<file path="config.mk">
export PLATFORM = sky130hd
export DESIGN_NAME = mem_access_seq
export DESIGN_NICKNAME = d
export VERILOG_FILES = /design/src/rtl/mem_access_seq.sv
export SDC_FILE = /design/constraint.sdc
export NUM_CORES = 1
export LEC_CHECK = 0
export CAP_MARGIN = 20
export CORE_ASPECT_RATIO = 2
export CORE_MARGIN = 2
export CORE_UTILIZATION = 49
export CTS_CLUSTER_DIAMETER = 150
export DETAILED_ROUTE_END_ITERATION = 10
export GPL_TIMING_DRIVEN = 1
export HOLD_SLACK_MARGIN = 0.15
export PLACE_DENSITY = 0.8
export SLEW_MARGIN = 10
export SYNTH_ARGS = -nofsm -noshare
export SYNTH_HDL_FRONTEND = slang
export SYNTH_SLANG_ARGS = --single-unit
export TNS_END_PERCENT = 1
</file>
<file path="constraint.sdc">
create_clock -name clk -period 4 [get_ports clk]
set_input_delay 0.8 -clock clk [delete_from_list [all_inputs] [get_ports clk]]
set_output_delay 0.8 -clock clk [all_outputs]
set_load 0.1 [all_outputs]
</file>
<file path="src/rtl/mem_access_seq.sv">
`default_nettype none
// mem_access_seq: splits one vector load/store into LANES consecutive word accesses on
// the MEM-stage data port and returns one response per request. Rev 1.0
module mem_access_seq #(
    parameter int LANES = 4,
    parameter int AW    = 32,
    parameter int DW    = 32
) (
    input  logic                clk,
    input  logic                rst,
    input  logic                req_valid,
    output logic                req_ready,
    input  logic                req_write,
    input  logic [AW-1:0]       req_base,
    input  logic [LANES*DW-1:0] req_wdata,
    output logic                mem_sel,
    output logic                mem_we,
    output logic [AW-1:0]       mem_addr,
    output logic [DW-1:0]       mem_wdata,
    input  logic [DW-1:0]       mem_rdata,
    output logic                rsp_valid,
    input  logic                rsp_ready,
    output logic                rsp_write,
    output logic [LANES*DW-1:0] rsp_rdata
);

    localparam int KW = (LANES > 1) ? $clog2(LANES) : 1;
    localparam logic [KW-1:0] LAST = KW'(LANES - 1);

    typedef enum logic [1:0] {
        S_IDLE  = 2'd0,
        S_ISSUE = 2'd1,
        S_DRAIN = 2'd2,
        S_RESP  = 2'd3
    } state_t;

    state_t                state;
    logic [KW-1:0]         k;
    logic [AW-1:0]         base;
    logic                  wr;
    logic [LANES*DW-1:0]   wbuf;
    logic [KW-1:0]         k_next;
    logic [KW-1:0]         cap_idx;

    assign k_next    = k + KW'(1);
    // Load data trails its address by one cycle, so the word arriving now belongs to lane k-1.
    assign cap_idx   = k - KW'(1);
    assign req_ready = (state == S_IDLE) && !rst;

    always_ff @(posedge clk) begin
        if (rst) begin
            state     <= S_IDLE;
            k         <= '0;
            base      <= '0;
            wr        <= 1'b0;
            wbuf      <= '0;
            mem_sel   <= 1'b0;
            mem_we    <= 1'b0;
            mem_addr  <= '0;
            mem_wdata <= '0;
            rsp_valid <= 1'b0;
            rsp_write <= 1'b0;
            rsp_rdata <= '0;
        end else begin
            case (state)
                S_IDLE: begin
                    if (req_valid) begin
                        state     <= S_ISSUE;
                        k         <= '0;
                        base      <= req_base;
                        wr        <= req_write;
                        wbuf      <= req_wdata;
                        rsp_rdata <= '0;
                        mem_sel   <= 1'b1;
                        mem_we    <= req_write;
                        mem_addr  <= req_base;
                        mem_wdata <= req_write ? req_wdata[DW-1:0] : '0;
                    end
                end
                S_ISSUE: begin
                    if (!wr && (k != '0)) begin
                        rsp_rdata[cap_idx*DW +: DW] <= mem_rdata;
                    end
                    if (k == LAST) begin
                        mem_sel   <= 1'b0;
                        mem_we    <= 1'b0;
                        mem_addr  <= '0;
                        mem_wdata <= '0;
                        if (wr) begin
                            state     <= S_RESP;
                            rsp_valid <= 1'b1;
                            rsp_write <= 1'b1;
                        end else begin
                            state <= S_DRAIN;
                        end
                    end else begin
                        k         <= k_next;
                        mem_addr  <= base + AW'(k_next);
                        mem_wdata <= wr ? wbuf[k_next*DW +: DW] : '0;
                    end
                end
                S_DRAIN: begin
                    rsp_rdata[LAST*DW +: DW] <= mem_rdata;
                    state     <= S_RESP;
                    rsp_valid <= 1'b1;
                    rsp_write <= wr;
                end
                S_RESP: begin
                    if (rsp_ready) begin
                        state     <= S_IDLE;
                        rsp_valid <= 1'b0;
                        rsp_write <= 1'b0;
                    end
                end
                default: state <= S_IDLE;
            endcase
        end
    end

endmodule
`default_nettype wire

</file>
==> out/metrics.cfg, run 1 <==
[cells_and_area]
drive_above_1_share = 0.0646
instances_no_fill = 2401
area_delta_synth_final_pct = 35.4
final_nets = 2213

[place]
place_congestion = 0.886
hpwl_mm = 31.4
placed_cells = 2335
io_buffers = 393

[setup_path]
crit_chain = clkdlybuf4s50_1
crit_arrival_ps = 2150
endpoint_kind = output port
r2r-start = state[0]$_SDFFE_PP0P_
crit_family = buffers and inverters
critPathRequiredTime_ps = 3200
cp.buffers_inverters = 1
crit_fanout = 3
r2r_cells = 7
r2r_slack_ps = 1230
critPathLaunchType = flip-flop
worstSetupPathType = flip-flop to output port
slowest_delay_ps = 1170
timing.rr.end = mem_wdata[1]$_SDFFE_PP0P_
crit_slowest_cell = clkdlybuf4s50_1

[yosys]
synth_top_flop_cell = dfxtp_1
synth_edf_count = 0
yosysWarningCount = 0
synth_area_leaders = dfxtp_1 (49%), nand2_1 (10%), a21oi_1 (8.8%), mux4_2 (4.9%), a22oi_1 (3.3%)
mappedNetlistArea_um2 = 14600
synth_top_cell_by_area = dfxtp_1
async_flop_share = 0
netlist_instances = 1703
ys_seq_area_frac = 0.495
ys_ff_latch = 361
synth.most_common_cell = nand2_1
synth_common_cells = nand2_1 (407), dfxtp_1 (361), a21oi_1 (256)
synth_cell_types = 54
syn-num-nets = 1913
avgSynthCellArea_um2 = 8.57
netlist.area_leader.share = 0.495

[global_routing]
antenna_found_initial = 8
grt_first_pass_wirelength_mm = 71.3
grt_start_max_net_pins = 152
grtUsageTotal = 0.281
grt.overflow.total = 0
grt_pass1_vias = 13600

[route]
num_vias = 13900
drc = 0
totalWireLength_mm = 46.3
dr.pass1.iters = 5
ant_nets = 0
avgRoutedWirePerCell_um = 19.3
via_per_inst = 5.80
drt_iter0_markers = 982

[clock_network]
root_buffer = clkbuf_16
cts-buffers-inserted = 30
clk_path_buf_depth = 3
tritoncts = built
cts.clk_slew.worst_paths_ps = 70
clkLatencyLatePin_ps = 560
postCtsSetupBuffers = 0
htree_levels = 1
cts.sinks = 361
cts_hold_buffers = 0
cts_resized = 0

[floorplanning]
die_area_um2 = 31300
core_um2 = 29400
chipWidth_um = 126
fp.dieH_um = 248
rows = 89
start_util = 0.497
pin_count = 394

[power]
ir_drop_v = 0.000534
power_leakage_nw = 6.92
powerDensity_nw_per_um2 = 735

[min_path]
worstHoldPathCells = 2
holdCritStartpoint = rsp_rdata[44]$_SDFFE_PP0P_
min_to = rsp_rdata[44]$_SDFFE_PP0P_
hp-class = flip-flop to flip-flop

[timing]
skew_ps = 8.98
setup_viol_count_final = 0
period_share = 0.737
max-slew-margin-rel = 0.250
tns_ps = 0
finalHoldViolations = 0
worst_pin_slew_ps = 1120
drv_slew = 0
period_needed_ps = 2950
rsz0062_at_grt = no
max_freq_ghz = 0.339

[run_status]
status = finished, final reports clean

[job]
cap_violations = 0

==> cells by family (layout without fill, tap and decap cells) <==
group	count (synthesis)	after routing	share of synthesized area
and+or+nand+nor	659	659	0.192
AOI/OAI and AO/OA	451	451	0.189
DFF	361	361	0.495
buffers and inverters	159	483	0.0458
muxes	34	34	0.0507
xor gates and xnor gates	26	26	0.0156
adders and majority gates	13	13	0.0117
other	0	10	0
==> power breakdown <==
group	internal, W	switching (W)
sequential	0.00421	0.000433
clock	0.00193	0.00137
combinational	0.00177	0.00482
total	0.00792	0.00662
==> worst max-delay path by stage <==
stage	start	end	slack [ps]	cells after the start
global route	state[1]$_SDFFE_PP0P_	mem_wdata[24]$_SDFFE_PP0P_	970	7
global placement	req_valid	rsp_rdata[68]$_SDFFE_PP0P_	1030	7
CTS	mem_addr[7]$_SDFFE_PP0P_	mem_addr[7]	1030	1
finish	mem_addr[17]$_SDFFE_PP0P_	mem_addr[17]	1050	1
floorplan	rst	req_ready	820	3
detailed placement	req_valid	mem_wdata[1]$_SDFFE_PP0P_	920	6
==> per-layer routing <==
metal,vias up,wire length (um),GRT usage
met5,-,0,0
met4,0,2990,0.184
met3,158,2940,0.0365
met2,645,24000,0.504
met1,6585,16300,0.309
li1,6542,-,-
==> per-stage QoR <==
step	hold slack, ps	total power, W	util	setup slack [ps]	cell area (um2)
global route	467	0.0152	0.672	975	19800
CTS	454	0.0146	0.672	1030	19800
global placement	438	0.0111	0.634	1030	18600
finish	452	0.0145	0.673	1050	19800
detailed placement	444	0.0113	0.634	921	18600
floorplan	433	0.00949	-	824	14600
==> placed cells by master (no fill, tap or decap), types with 3 or more instances in the layout <==
master	instances
buf_4	24
nand2b_1	6
a21o_1	3
clkbuf_16	31
and3_1	18
o221ai_1	4
xnor2_1	17
o211ai_1	3
xor2_1	9
nand4_1	10
dfxtp_1	360
a221oi_1	15
nor3_1	18
a22o_1	32
nor2_1	94
nand2_1	406
clkbuf_8	3
clkinvlp_4	3
nor2b_1	4
inv_1	8
bufinv_16	7
nand3_1	79
a21oi_1	254
clkdlybuf4s50_1	391
diode_2	10
and2_1	3
o21ai_0	15
and4_1	5
mux4_2	32
a22oi_1	65
ha_1	11
o22ai_1	11
clkinv_2	6
a211oi_1	37
clkbuf_1	4
==> layout make-up <==
type                       count  area (um2)
antenna                       10        25.0
clock buffer                  38         832
clock inverter                18         280
fill                        2374        9620
inverter                       9        33.8
multi-input combinational   1183        6770
sequential                   361        7230
tap                          364         455
timing repair buffer         418        4150
==> sequential cells by signal, summed over array words and instances (netlist names) <==
signal,flops
rsp_rdata,128
wbuf,128
base,32
mem_addr,32
mem_wdata,32
k,2
state,2
mem_sel,1
mem_we,1
rsp_valid,1
rsp_write,1
wr,1
Power figures use the tool's default switching activity.
==> inputs of run 2 (changes only) <==
- CORE_UTILIZATION: 49 -> 44
- PLACE_DENSITY: 0.8 -> 0.76
- clock period: 4 -> 2.6 ns (I/O delays scaled with it)
==> out/metrics.cfg, run 2 (synthesis gave the netlist of run 1 again) <==
[floorplanning]
start_util = 0.445  ; -0.0517
die_area_um2 = 34700  ; +11%
pin_count = 394  ; unchanged
rows = 94  ; +5.6%
fp.dieH_um = 262  ; +5.4%
chipWidth_um = 133  ; +5.4%
core_um2 = 32800  ; +12%

[place]
hpwl_mm = 32.7  ; +4.0%
io_buffers = 393  ; unchanged
place_congestion = 0.859  ; -3.1%

[global_routing]
antenna_found_initial = 6  ; -2
grtUsageTotal = 0.262  ; -0.0190
grt.overflow.total = 0  ; unchanged
grt_pass1_vias = 13600  ; -0.32%
grt_start_max_net_pins = 162  ; +6.6%
grt_first_pass_wirelength_mm = 73.0  ; +2.3%

[power]
combPwrFrac = 0.469  ; +0.016
power_leakage_nw = 7.36  ; +6.4%
switching_share = 0.463  ; +0.00725
p_int_w = 0.0119  ; +51%
ir_drop_v = 0.000875  ; +64%
powerDensity_nw_per_um2 = 1140  ; +55%
p_seq_frac = 0.321  ; about the same
clkPwrFrac = 0.211  ; -0.016
switching_power_w = 0.0103  ; +55%

[timing]
drv_slew = 0  ; unchanged
max_freq_ghz = 0.402
hold_slack_ps = 356  ; -96.3 ps
max-slew-margin-rel = 0.485  ; +0.235
rsz0062_at_grt = yes
worst_pin_slew_ps = 772  ; -350 ps
period_needed_ps = 2490
tns_ps = 0  ; unchanged
finalHoldViolations = 0  ; unchanged
skew_ps = 22.3  ; +13.4 ps
setup_viol_count_final = 0  ; unchanged
period_share = 0.957

[setup_path]
endpoint_kind = flip-flop
crit_arrival_ps = 2980  ; +830 ps
crit_fanout = 6  ; +3
crit_slowest_cell = nor4_4
crit_chain = inv_1 > ha_2 > ha_1 > a21o_1 > nand3_1 > nor4_4 > xnor2_1 > a221oi_2
worstSetupPathType = flip-flop to flip-flop
critPathRequiredTime_ps = 3090  ; -110 ps
slowest_delay_ps = 420  ; -750 ps
r2r_slack_ps = 110  ; -1120 ps
critPathLaunchType = flip-flop
r2r_cells = 8  ; +1

[cells_and_area]
drive_above_1_share = 0.165  ; +0.101
final_nets = 2222  ; +0.41%
nFillCells = 2817  ; +19%
final_common_cell = nand2_1
largest_registers = rsp_rdata x128, wbuf x128
area_delta_synth_final_pct = 33.5
layout_common_cells = nand2_1 (406), dfxtp_1 (360), a21oi_1 (254)

[clock_network]
clk_path_buf_depth = 3  ; unchanged
clkLatencyLatePin_ps = 580  ; +20 ps
tritoncts = built
htree_levels = 1  ; unchanged
root_buffer = clkbuf_16
cts.clk_slew.worst_paths_ps = 70  ; about the same
cts-buffers-inserted = 31  ; +3.3%
cts.sinks = 361  ; unchanged
postCtsSetupBuffers = 0  ; unchanged

[route]
avgRoutedWirePerCell_um = 19.3  ; about the same
via_per_inst = 5.63  ; -2.9%
totalWireLength_mm = 47.6  ; +2.8%
dr.pass1.iters = 5  ; unchanged
drt_iter0_markers = 1041  ; +6.0%
ant_nets = 0  ; unchanged
drc = 0  ; unchanged
num_vias = 13900  ; -0.11%

[job]
cap_violations = 0  ; unchanged

[min_path]
hp-class = input port to flip-flop
worstHoldPathCells = 2  ; unchanged

[run_status]
status = finished, final reports clean

[run 2: final cells by class]
cell class | count | area, um2 | area share
diodes | 5 | 12.5 | 0.000642
repair buffers | 426 | 3880 | 0.199
flip-flops and latches | 361 | 7230 | 0.371
multi-input cells | 1183 | 6800 | 0.349
well taps | 432 | 541 | 0.0277
clock inverters | 12 | 141 | 0.00725
inverters | 9 | 33.8 | 0.00173
clock buffers | 42 | 857 | 0.0440
[run 2: routing by layer]
metal	up-vias	track usage	wire length, um
li1	6556	-	-
met1	6683	0.283	16700
met2	536	0.482	25200
met3	137	0.0353	2730
met4	2	0.159	2970
met5	-	0	12
[run 2: through the flow]
step | worst slack (ps) | utilization | instance area [um2] | cells | power, W
global placement | 178 | 0.563 | 18500 | 2411 | 0.0175
finish | 113 | 0.594 | 19500 | 2470 | 0.0222
floorplan | -86.0 | - | 14600 | 1703 | 0.0146
detailed placement | 80.9 | 0.563 | 18500 | 2411 | 0.0176
CTS | 76.4 | 0.593 | 19500 | 2465 | 0.0223
global route | -30.8 | 0.594 | 19500 | 2470 | 0.0232
[run 2: repair_timing]
item	4_1_cts	5_1_grt
setup endpoints to repair	0	9
gates resized for setup	0	5
hold buffers	0	0
[run 2: worst paths after layout]
| kind | start | to |
|---|---|---|
| worst min-delay path | rst | rsp_rdata[27]$_SDFFE_PP0P_ |
| worst max-delay path | k[0]$_SDFFE_PP0P_ | mem_addr[31]$_SDFFE_PP0P_ |
| worst min register to register | rsp_rdata[41]$_SDFFE_PP0P_ | rsp_rdata[41]$_SDFFE_PP0P_ |
| worst max register to register | k[0]$_SDFFE_PP0P_ | mem_addr[31]$_SDFFE_PP0P_ |
[run 2: power by group through the flow]
stage               logic [W]  registers (W)  clock network, W
floorplan             0.00437         0.0102                 0
global placement       0.0103        0.00719                 0
detailed placement     0.0104        0.00724                 0
global route           0.0110        0.00723           0.00496
finish                 0.0104        0.00713           0.00468
CTS                    0.0104        0.00712           0.00477
[run 2: critical path: cells and delay by family (launching register included)]
family	cells	cell delay (ps)
flip-flops	1	320
buffers and inverters	1	120
AO/OA/AOI/OAI	2	480
AND/OR/NAND/NOR	2	720
XOR/XNOR	1	120
adder cells (fa/ha/maj)	2	660
==> inputs of run 3 (changes only) <==
- CAP_MARGIN: 20 -> 25
==> results of run 3 <==
Same layout as run 2: the final DEF is identical, and so are final timing and power.
